`src/rtl/aes256_cp_host_driver_if.sv`:
```
// aes256_cp_host_driver_if: host request/result handshake plus coprocessor register-port signals
interface aes256_cp_host_driver_if;
   logic         start;
   logic         key_load;
   logic [255:0] key;
   logic [127:0] nonce;
   logic [127:0] block_in;
   logic         ready;
   logic         done;
   logic         error;
   logic [127:0] block_out;
   logic [3:0]   cp_addr;
   logic [31:0]  cp_wdata;
   logic         cp_write_en;
   logic [31:0]  cp_rdata;
   logic         cp_interrupt;
   modport master (
      input  start, key_load, key, nonce, block_in, cp_rdata, cp_interrupt,
      output ready, done, error, block_out, cp_addr, cp_wdata, cp_write_en
   );
   modport slave (
      output start, key_load, key, nonce, block_in, cp_rdata, cp_interrupt,
      input  ready, done, error, block_out, cp_addr, cp_wdata, cp_write_en
   );
endinterface

```
`src/rtl/aes256_cp_host_driver.sv`:
```
// aes256_cp_host_driver: sequences nonce/key/data writes, run, wait and readback on an aes256 coprocessor port
module aes256_cp_host_driver #(
   parameter int TIMEOUT = 1024,
   parameter int TW      = 11
) (
   input logic                     clock,
   input logic                     rst,
   aes256_cp_host_driver_if.master bus
);
   // the index must reach 7 for the key words even when the timeout is tiny
   localparam int CW = (TW > 3) ? TW : 3;
   typedef enum logic [2:0] {IDLE, LD_NONCE, LD_KEY, LD_DATA, RUN, WAIT, READ, ABORT} state_t;
   state_t        st_q, st_d;
   logic [CW-1:0] idx_q, idx_d;
   logic [255:0]  key_q, key_d;
   logic [127:0]  nonce_q, nonce_d, blk_q, blk_d, rd_q, rd_d, out_q, out_d;
   logic          done_q, done_d, err_q, err_d, we_q, we_d;
   logic [3:0]    addr_q, addr_d;
   logic [31:0]   wdata_q, wdata_d;

   // next state; one counter is the write index and the WAIT timeout count, cleared on every entry
   always_comb begin
      st_d    = st_q;
      idx_d   = idx_q + 1'b1;
      key_d   = key_q;
      nonce_d = nonce_q;
      blk_d   = blk_q;
      rd_d    = rd_q;
      out_d   = out_q;
      done_d  = 1'b0;
      err_d   = 1'b0;
      case (st_q)
         IDLE: begin
            idx_d = '0;
            if (bus.start) begin
               key_d   = bus.key;
               nonce_d = bus.nonce;
               blk_d   = bus.block_in;
               st_d    = bus.key_load ? LD_NONCE : LD_DATA;
            end
         end
         LD_NONCE: if (idx_q == CW'(3)) begin st_d = LD_KEY; idx_d = '0; end
         LD_KEY:   if (idx_q == CW'(7)) begin st_d = LD_DATA; idx_d = '0; end
         LD_DATA:  if (idx_q == CW'(3)) begin st_d = RUN; idx_d = '0; end
         RUN:      begin st_d = WAIT; idx_d = '0; end
         // interrupt is a level that may still be high from the previous op, so skip the first cycle
         WAIT: begin
            if (idx_q != '0 && bus.cp_interrupt) begin
               st_d  = READ;
               idx_d = '0;
            end else if (idx_q == CW'(TIMEOUT - 1)) begin
               st_d  = ABORT;
               idx_d = '0;
            end
         end
         READ: begin
            rd_d[32*idx_q[1:0] +: 32] = bus.cp_rdata;
            if (idx_q == CW'(3)) begin
               out_d  = {bus.cp_rdata, rd_q[95:0]};
               done_d = 1'b1;
               st_d   = IDLE;
               idx_d  = '0;
            end
         end
         ABORT: begin
            st_d   = IDLE;
            idx_d  = '0;
            done_d = 1'b1;
            err_d  = 1'b1;
         end
         default: begin
            st_d  = IDLE;
            idx_d = '0;
         end
      endcase
   end

   // register-port values for the cycle the FSM is about to enter, so cp_* come straight from flops
   always_comb begin
      addr_d  = 4'd0;
      wdata_d = 32'd0;
      we_d    = 1'b0;
      case (st_d)
         LD_NONCE: begin addr_d = 4'd1 + 4'(idx_d[1:0]); wdata_d = nonce_d[32*idx_d[1:0] +: 32]; we_d = 1'b1; end
         LD_KEY:   begin addr_d = 4'd5 + 4'(idx_d[2:0]); wdata_d = key_d[32*idx_d[2:0] +: 32]; we_d = 1'b1; end
         LD_DATA:  begin addr_d = 4'd13; wdata_d = blk_d[32*idx_d[1:0] +: 32]; we_d = 1'b1; end
         RUN:      begin wdata_d = 32'h0000_0001; we_d = 1'b1; end
         WAIT:     addr_d = 4'd14;
         READ:     addr_d = 4'd14;
         ABORT:    begin wdata_d = 32'h0000_0002; we_d = 1'b1; end
         default:  addr_d = 4'd0;
      endcase
   end

   // state and output registers; async reset drops any write in flight immediately
   always_ff @(posedge clock or posedge rst) begin
      if (rst) begin
         st_q    <= IDLE;
         idx_q   <= '0;
         key_q   <= '0;
         nonce_q <= '0;
         blk_q   <= '0;
         rd_q    <= '0;
         out_q   <= '0;
         done_q  <= 1'b0;
         err_q   <= 1'b0;
         addr_q  <= 4'd0;
         wdata_q <= 32'd0;
         we_q    <= 1'b0;
      end else begin
         st_q    <= st_d;
         idx_q   <= idx_d;
         key_q   <= key_d;
         nonce_q <= nonce_d;
         blk_q   <= blk_d;
         rd_q    <= rd_d;
         out_q   <= out_d;
         done_q  <= done_d;
         err_q   <= err_d;
         addr_q  <= addr_d;
         wdata_q <= wdata_d;
         we_q    <= we_d;
      end
   end

   assign bus.ready       = (st_q == IDLE);
   assign bus.done        = done_q;
   assign bus.error       = err_q;
   assign bus.block_out   = out_q;
   assign bus.cp_addr     = addr_q;
   assign bus.cp_wdata    = wdata_q;
   assign bus.cp_write_en = we_q;
endmodule
```
`src/flat_wrapper.sv`:
```
// flat-port wrapper written by rule: the top's interface ports become plain ports
module aes256_cp_host_driver_flat 
#(
   parameter int TIMEOUT = 1024,
   parameter int TW      = 11
)
  (clock, rst, bus_start, bus_key_load, bus_key, bus_nonce, bus_block_in, bus_cp_rdata, bus_cp_interrupt, bus_ready, bus_done, bus_error, bus_block_out, bus_cp_addr, bus_cp_wdata, bus_cp_write_en);
  aes256_cp_host_driver_if bus_i ();
  input logic clock;
  input logic rst;
  input wire logic [$bits(bus_i.start)-1:0] bus_start;
  input wire logic [$bits(bus_i.key_load)-1:0] bus_key_load;
  input wire logic [$bits(bus_i.key)-1:0] bus_key;
  input wire logic [$bits(bus_i.nonce)-1:0] bus_nonce;
  input wire logic [$bits(bus_i.block_in)-1:0] bus_block_in;
  input wire logic [$bits(bus_i.cp_rdata)-1:0] bus_cp_rdata;
  input wire logic [$bits(bus_i.cp_interrupt)-1:0] bus_cp_interrupt;
  output wire logic [$bits(bus_i.ready)-1:0] bus_ready;
  output wire logic [$bits(bus_i.done)-1:0] bus_done;
  output wire logic [$bits(bus_i.error)-1:0] bus_error;
  output wire logic [$bits(bus_i.block_out)-1:0] bus_block_out;
  output wire logic [$bits(bus_i.cp_addr)-1:0] bus_cp_addr;
  output wire logic [$bits(bus_i.cp_wdata)-1:0] bus_cp_wdata;
  output wire logic [$bits(bus_i.cp_write_en)-1:0] bus_cp_write_en;
  assign bus_i.start = bus_start;
  assign bus_i.key_load = bus_key_load;
  assign bus_i.key = bus_key;
  assign bus_i.nonce = bus_nonce;
  assign bus_i.block_in = bus_block_in;
  assign bus_i.cp_rdata = bus_cp_rdata;
  assign bus_i.cp_interrupt = bus_cp_interrupt;
  assign bus_ready = bus_i.ready;
  assign bus_done = bus_i.done;
  assign bus_error = bus_i.error;
  assign bus_block_out = bus_i.block_out;
  assign bus_cp_addr = bus_i.cp_addr;
  assign bus_cp_wdata = bus_i.cp_wdata;
  assign bus_cp_write_en = bus_i.cp_write_en;
  aes256_cp_host_driver #(.TIMEOUT(TIMEOUT), .TW(TW)) u_core (.clock(clock), .rst(rst), .bus(bus_i));
endmodule
```
`config.mk`:
```
export PLATFORM = sky130hd
export DESIGN_NAME = aes256_cp_host_driver_flat
export DESIGN_NICKNAME = d
export VERILOG_FILES = /design/src/rtl/aes256_cp_host_driver_if.sv /design/src/rtl/aes256_cp_host_driver.sv /design/src/flat_wrapper.sv
export SDC_FILE = /design/constraint.sdc
export NUM_CORES = 2
export LEC_CHECK = 0
export BUFFER_PORTS_ARGS = -buffer_cell sky130_fd_sc_hd__buf_2
export CAP_MARGIN = 10
export CORE_AREA = 2 2 281 283
export DETAILED_ROUTE_END_ITERATION = 6
export DIE_AREA = 0 0 283 285
export PLACE_DENSITY = 0.72
export SYNTH_ARGS = -nofsm -noshare
export SYNTH_HDL_FRONTEND = slang
export SYNTH_SLANG_ARGS = --single-unit
export TNS_END_PERCENT = 1
```
`constraint.sdc`:
```
create_clock -name clock -period 52.6 [get_ports clock]
set_input_delay 5.26 -clock clock [delete_from_list [all_inputs] [get_ports clock]]
set_output_delay 5.26 -clock clock [all_outputs]
set_load 0.02 [all_outputs]
```
* Yosys cells after proc, flatten, opt, wreduce, memory -nomap -nowiden
Index checks and enable logic that the tools add are counted.
** Cells by class
- Div/mod/pow operators :: 0
- $lt $le $gt $ge :: 0
- Bitwise gates (word level) :: 0
- Add/subtract/negate cells :: 4
- Multipliers :: 0
- Reductions and logical operators :: 8
- Mux-type cells :: 27
- Equal/unequal tests :: 17
- Shift-type cells :: 5
** Operator list (number)
- 2-to-1 mux 128 bit :: 4
- 2-to-1 mux 256 bit :: 2
- variable part select 128 x 8 -> 32 bit :: 2
- variable part select 256 x 9 -> 32 bit :: 1
- one-hot mux 32 bit (5 select lines) :: 1
- bitwise mux 128 bit :: 1
- variable shift 32 x 34 -> 128 bit (first input constant) :: 1
- variable part select 32 x 34 -> 128 bit :: 1
- 2-to-1 mux 11 bit :: 4
- one-hot mux 11 bit (4 select lines) :: 1
- negator 7 -> 34 bit :: 1
- == test 3 bit (second input constant) :: 8
- one-hot mux 3 bit (8 select lines) :: 1
- 2-to-1 mux 3 bit :: 7
- one-hot mux 4 bit (4 select lines) :: 1
- == test 3 x 2 -> 1 bit (second input constant) :: 4
- adder 11 x 1 -> 11 bit (second input constant) :: 1
- == test 11 x 10 -> 1 bit (second input constant) :: 1
- == test 11 x 2 -> 1 bit (second input constant) :: 1
- == test 11 x 3 -> 1 bit (second input constant) :: 1
- nonzero test 11 bit :: 1
- == test 3 x 1 -> 1 bit (second input constant) :: 2
- OR reduction 3 bit :: 2
- OR reduction 5 bit :: 1
- other kinds (9) :: 11
** Word-level totals
- Memories :: 0
- Bits in read-only memories :: 0
- Bits of input ports :: 549
- Memory bits (writable) :: 0
- Bits in registers :: 821
- Bits in latches :: 0

* Longest topological paths before layout
- Depth in word-level cells :: 7
- Gate-level depth with buffers :: 14
- Mapped depth without buffers :: 12

* Least setup slack after synthesis
OpenSTA, ideal clock, no wires.
- Path kind :: input to register
- Start point :: input port bus_start
- End point :: register u_core.wdata_q[21] (netlist: u_core.bus.cp_wdata[21])
- Arrival time :: 7.083 ns
- Buffers on the path :: 4
- Slack :: 45.384 ns
- Cell stages on the path :: 11
- Library setup time :: 0.133 ns
- Required time :: 52.467 ns
- Path through :: and2_1 -> buf_2 -> buf_2 -> clkbuf_1 -> buf_1 -> mux2i_1 -> nand2_1 -> o31ai_1 -> nand2_1 -> o2111ai_1 -> nand4_1
** Between the ends
- Cells in the longest elaborated chain, start to end :: 4
- Elaborated cells between the ends (all ways) :: 17
- Classes of those cells :: eq/ne: 5; shift: 3; mux: 9
** Ends and longest elaborated chain
- start, declared :: line flat_wrapper.sv:11 : input wire logic [$bits(bus_i.start)-1:0] bus_start;
- 2-to-1 mux 256 bit (tied with other cells) :: line aes256_cp_host_driver.sv:35 : if (bus.start) begin
- 2-to-1 mux 256 bit (tied with other cells) :: line aes256_cp_host_driver.sv:32 : case (st_q)
- variable part select 256 x 9 -> 32 bit (tied with other cells) :: line aes256_cp_host_driver.sv:85 : LD_KEY: begin addr_d = 4'd5 + 4'(idx_d[2:0]); wdata_d = key_d[32*idx_d[2:0] +: 32]; we_d = 1'b1; end
- one-hot mux 32 bit (5 select lines) * :: line aes256_cp_host_driver.sv:83 : case (st_d)
- net u_core.wdata_d[21] :: line aes256_cp_host_driver.sv:19 : logic [31:0] wdata_q, wdata_d;
- end signal, assigned :: line aes256_cp_host_driver.sv:121 : wdata_q <= wdata_d;
- end, declared :: line aes256_cp_host_driver.sv:19
Mark *: on every way through the listed nets, which the timed path passes. The rest lies on a longest branch.
A chain may end at the register's enable or synchronous reset.

* Final worst setup path
- Start point :: input port bus_start
- End point :: register u_core.wdata_q[23] (netlist: u_core.bus.cp_wdata[23])
Same word-level chain as after synthesis.

==> summary.txt <==
status - finished, final reports clean
Worst Setup Path Type - in -> reg
setup violators final - 0
Gates resized, CTS repair - 0
hold path cells - 2
Worst-Margin Slew - 1.10 ns
first-pass GRT wire length - 180 mm
clk slew on worst S/H paths - 0.06 ns
min Tclk post-route - 8.33 ns
die area - 80700 um2
EDFF count, synth - 0
Seq/Total Area, Yosys - 56.9%
initial antenna violation count - 30
Power Dens Cells - 31.0 nW/um2
grt total ovfl - 0
Worst Clk Skew - 0.0283 ns
Leak - 23.3 nW
synth warn - 0
Post-CTS Setup Inserts - 0
Die W - 283 um
Worst Path Required - 53.09 ns
CP startpoint kind - input port
R2R Setup Slk - 47.32 ns
RePlAce Congestion - 0.920
WL/cell - 22.1 um
DR iter-0 viols - 2860
Final Cycle Share - 15.8%
core area - 78000 um2
Pre-Repair DR Iteration Count - 6
Cell Area, Synth - 34700 um2
Total Power - 1.31 mW
Max Clock Freq - 0.120 GHz
hold-fix buffers at CTS - 0
reg2reg path depth - 10
Yosys cell types - 71
Boundary Pins - 717
setup_tns - 0 ns
HP Class - reg -> reg
Hold Crit Start - u_core.blk_q[125]
# rows - 103
Max H-tree Level - 3
r2r endpoint - u_core.bus.cp_wdata[19]
Tot GR Track Use - 29.4%
arrival time at the worst endpoint - 8.82 ns
most common flop cell mapped by yosys - dfrtp_1
initial core utilization - 44.5%
Final Max Slew Viols - 0
clock buffer depth - 3
vias in the first global route - 28636
#FFs+latches synth - 789
Root Driver - clkbuf_16
r2r startpoint - u_core.idx_q[0]
HPWL Detailed - 84.8 mm
final WL - 120 mm
number of port buffers - 716
relative slew slack - 26.9%
vias per cell - 5.35
Fin. Hold Viols - 0
fin cells - 5444
Synth Instances - 3707
share of layout cells above drive strength 1 - 26.9%
Net Count, Synth - 4261
pin count of the biggest net entering global routing - 177
Sink Count - 789
DR DRC count - 0
Skew-Pair Late Insertion Delay - 0.66 ns
critical path capture point type - flip-flop
fin util - 54.2%
Detail Route Antenna Nets - 0
asr flop ratio synth - 100%
Final #Nets - 4859
dpl cells - 5265
vias - 29141
height of the die - 285 um
RSZ-0062 raised after global routing - false
Layout area overhead - 21.7%
max cap viols - 0
Post-Syn Area per Cell - 9.37 um2
Crit Path Max Fanout - 156
Num CTS Buffers - 88
peak supply drop - 23.0 uV
Min-Delay Endpoint - u_core.blk_q[125]
CTS tree - yes
## logic make-up (layout without fill, tap and decap cells)
kind of cell	count (synthesis)	after routing	synth area share, %
XOR/XNOR	9	9	0.227
multiplexers	326	326	10.3
buffers and inverters	287	955	3.28
flip-flops	789	789	56.9
other	0	19	0
AO/OA/AOI/OAI	384	384	7.49
AND/OR/NAND/NOR	1907	1907	21.6
adder cells (fa/ha/maj)	5	5	0.180
## layer usage
metal | GRT usage (%) | vias to the layer above | routed length, um
li1 | - | 13331 | -
met1 | 37.7 | 14280 | 47500
met2 | 47.1 | 1257 | 56900
met3 | 6.70 | 259 | 9380
met4 | 14.9 | 14 | 6390
met5 | 0 | - | 84
## Yosys cell counts (13+ instances only)
cell	number	area, um2
buf_2	23	115
mux2_2	250	2820
nor2b_1	34	213
clkbuf_1	194	728
o22ai_1	31	194
dfrtp_1	789	19700
nor2_1	241	905
mux2_1	13	146
o21bai_1	29	218
o2111ai_1	29	254
nand4_1	34	213
nand2_1	1516	5690
nor3_1	35	175
buf_1	22	82.6
a211o_1	29	254
inv_1	39	146
o21ai_0	131	656
a21oi_1	38	190
mux2i_1	63	631
o31ai_1	28	210
a2bb2oi_1	32	280
## layout by cell type, fill, tap and decap left out, drive strengths merged, types with 4 or more instances in the layout
| master | Yosys | routed |
|---|---|---|
| o21bai | 29 | 29 |
| o31ai | 28 | 28 |
| a31oi | 4 | 4 |
| o21ai | 132 | 132 |
| nand2b | 9 | 9 |
| nor2 | 242 | 242 |
| nor2b | 34 | 34 |
| dfrtp | 789 | 789 |
| clkbuf | 194 | 129 |
| o2111ai | 29 | 29 |
| mux2 | 263 | 263 |
| nor3 | 36 | 36 |
| mux2i | 63 | 63 |
| xnor2 | 6 | 6 |
| or4 | 5 | 5 |
| ha | 5 | 5 |
| clkinv | 1 | 15 |
| nand3 | 11 | 11 |
| a2bb2oi | 32 | 32 |
| nor4 | 6 | 6 |
| nand4 | 34 | 34 |
| diode | 0 | 19 |
| nand2 | 1518 | 1518 |
| a211o | 29 | 29 |
| bufinv | 0 | 10 |
| a21oi | 39 | 39 |
| o22ai | 31 | 31 |
| buf | 50 | 752 |
| inv | 42 | 46 |
## cell type report
type | count | area (um2)
Inverter | 43 | 174
Clock buffer | 129 | 2630
Sequential cell | 789 | 19700
Timing Repair Buffer | 752 | 3890
Tap cell | 1050 | 1310
Multi-Input combinational cell | 2631 | 13900
Clock inverter | 31 | 509
Fill cell | 6931 | 35700
Antenna cell | 19 | 47.5
## worst max-delay path by stage
stage                               to  slack, ns       from
6_report       u_core.bus.cp_wdata[23]      44.27  bus_start
5_1_grt        u_core.bus.cp_wdata[19]      44.04  bus_start
4_1_cts        u_core.bus.cp_wdata[23]      44.37  bus_start
3_5_place_dp   u_core.bus.cp_wdata[19]      43.69  bus_start
3_3_place_gp   u_core.bus.cp_wdata[19]      43.72  bus_start
2_1_floorplan          u_core.blk_q[0]      25.19        rst
## power breakdown
part	switching (mW)	internal, mW
sequential	0	0.607
clock	0.264	0.398
combinational	0.0259	0.0155
## per-stage QoR
| step | hold slack, ns | area, um2 | setup slack, ns |
|---|---|---|---|
| final | 0.462 | 42300 | 44.27 |
| after global routing | 0.483 | 42200 | 44.04 |
| after CTS | 0.468 | 42200 | 44.37 |
| after detailed placement | 0.453 | 39100 | 43.69 |
| after global placement | 0.449 | 39100 | 43.72 |
| after floorplan | 0.433 | 34700 | 25.19 |
## critical path, stage by stage
cell,delay [ns]
buf_2,0.14
and2_4,0.73
buf_12,0.61
buf_4,0.83
mux2i_1,0.36
nand2_1,0.09
o31ai_1,0.09
nand2_1,0.08
o2111ai_1,0.30
nand4_1,0.17
## state kept, by name, summed over array words and instances (netlist names)
register,count
u_core.key_q,256
u_core.blk_q,128
u_core.bus.block_out,128
u_core.nonce_q,128
u_core.rd_q,96
u_core.bus.cp_wdata,32
u_core.idx_q,11
u_core.bus.cp_addr,4
u_core.st_q,3
u_core.bus.cp_write_en,1
u_core.bus.done,1
u_core.bus.error,1
No activity file was read; power rests on OpenSTA's default activity.
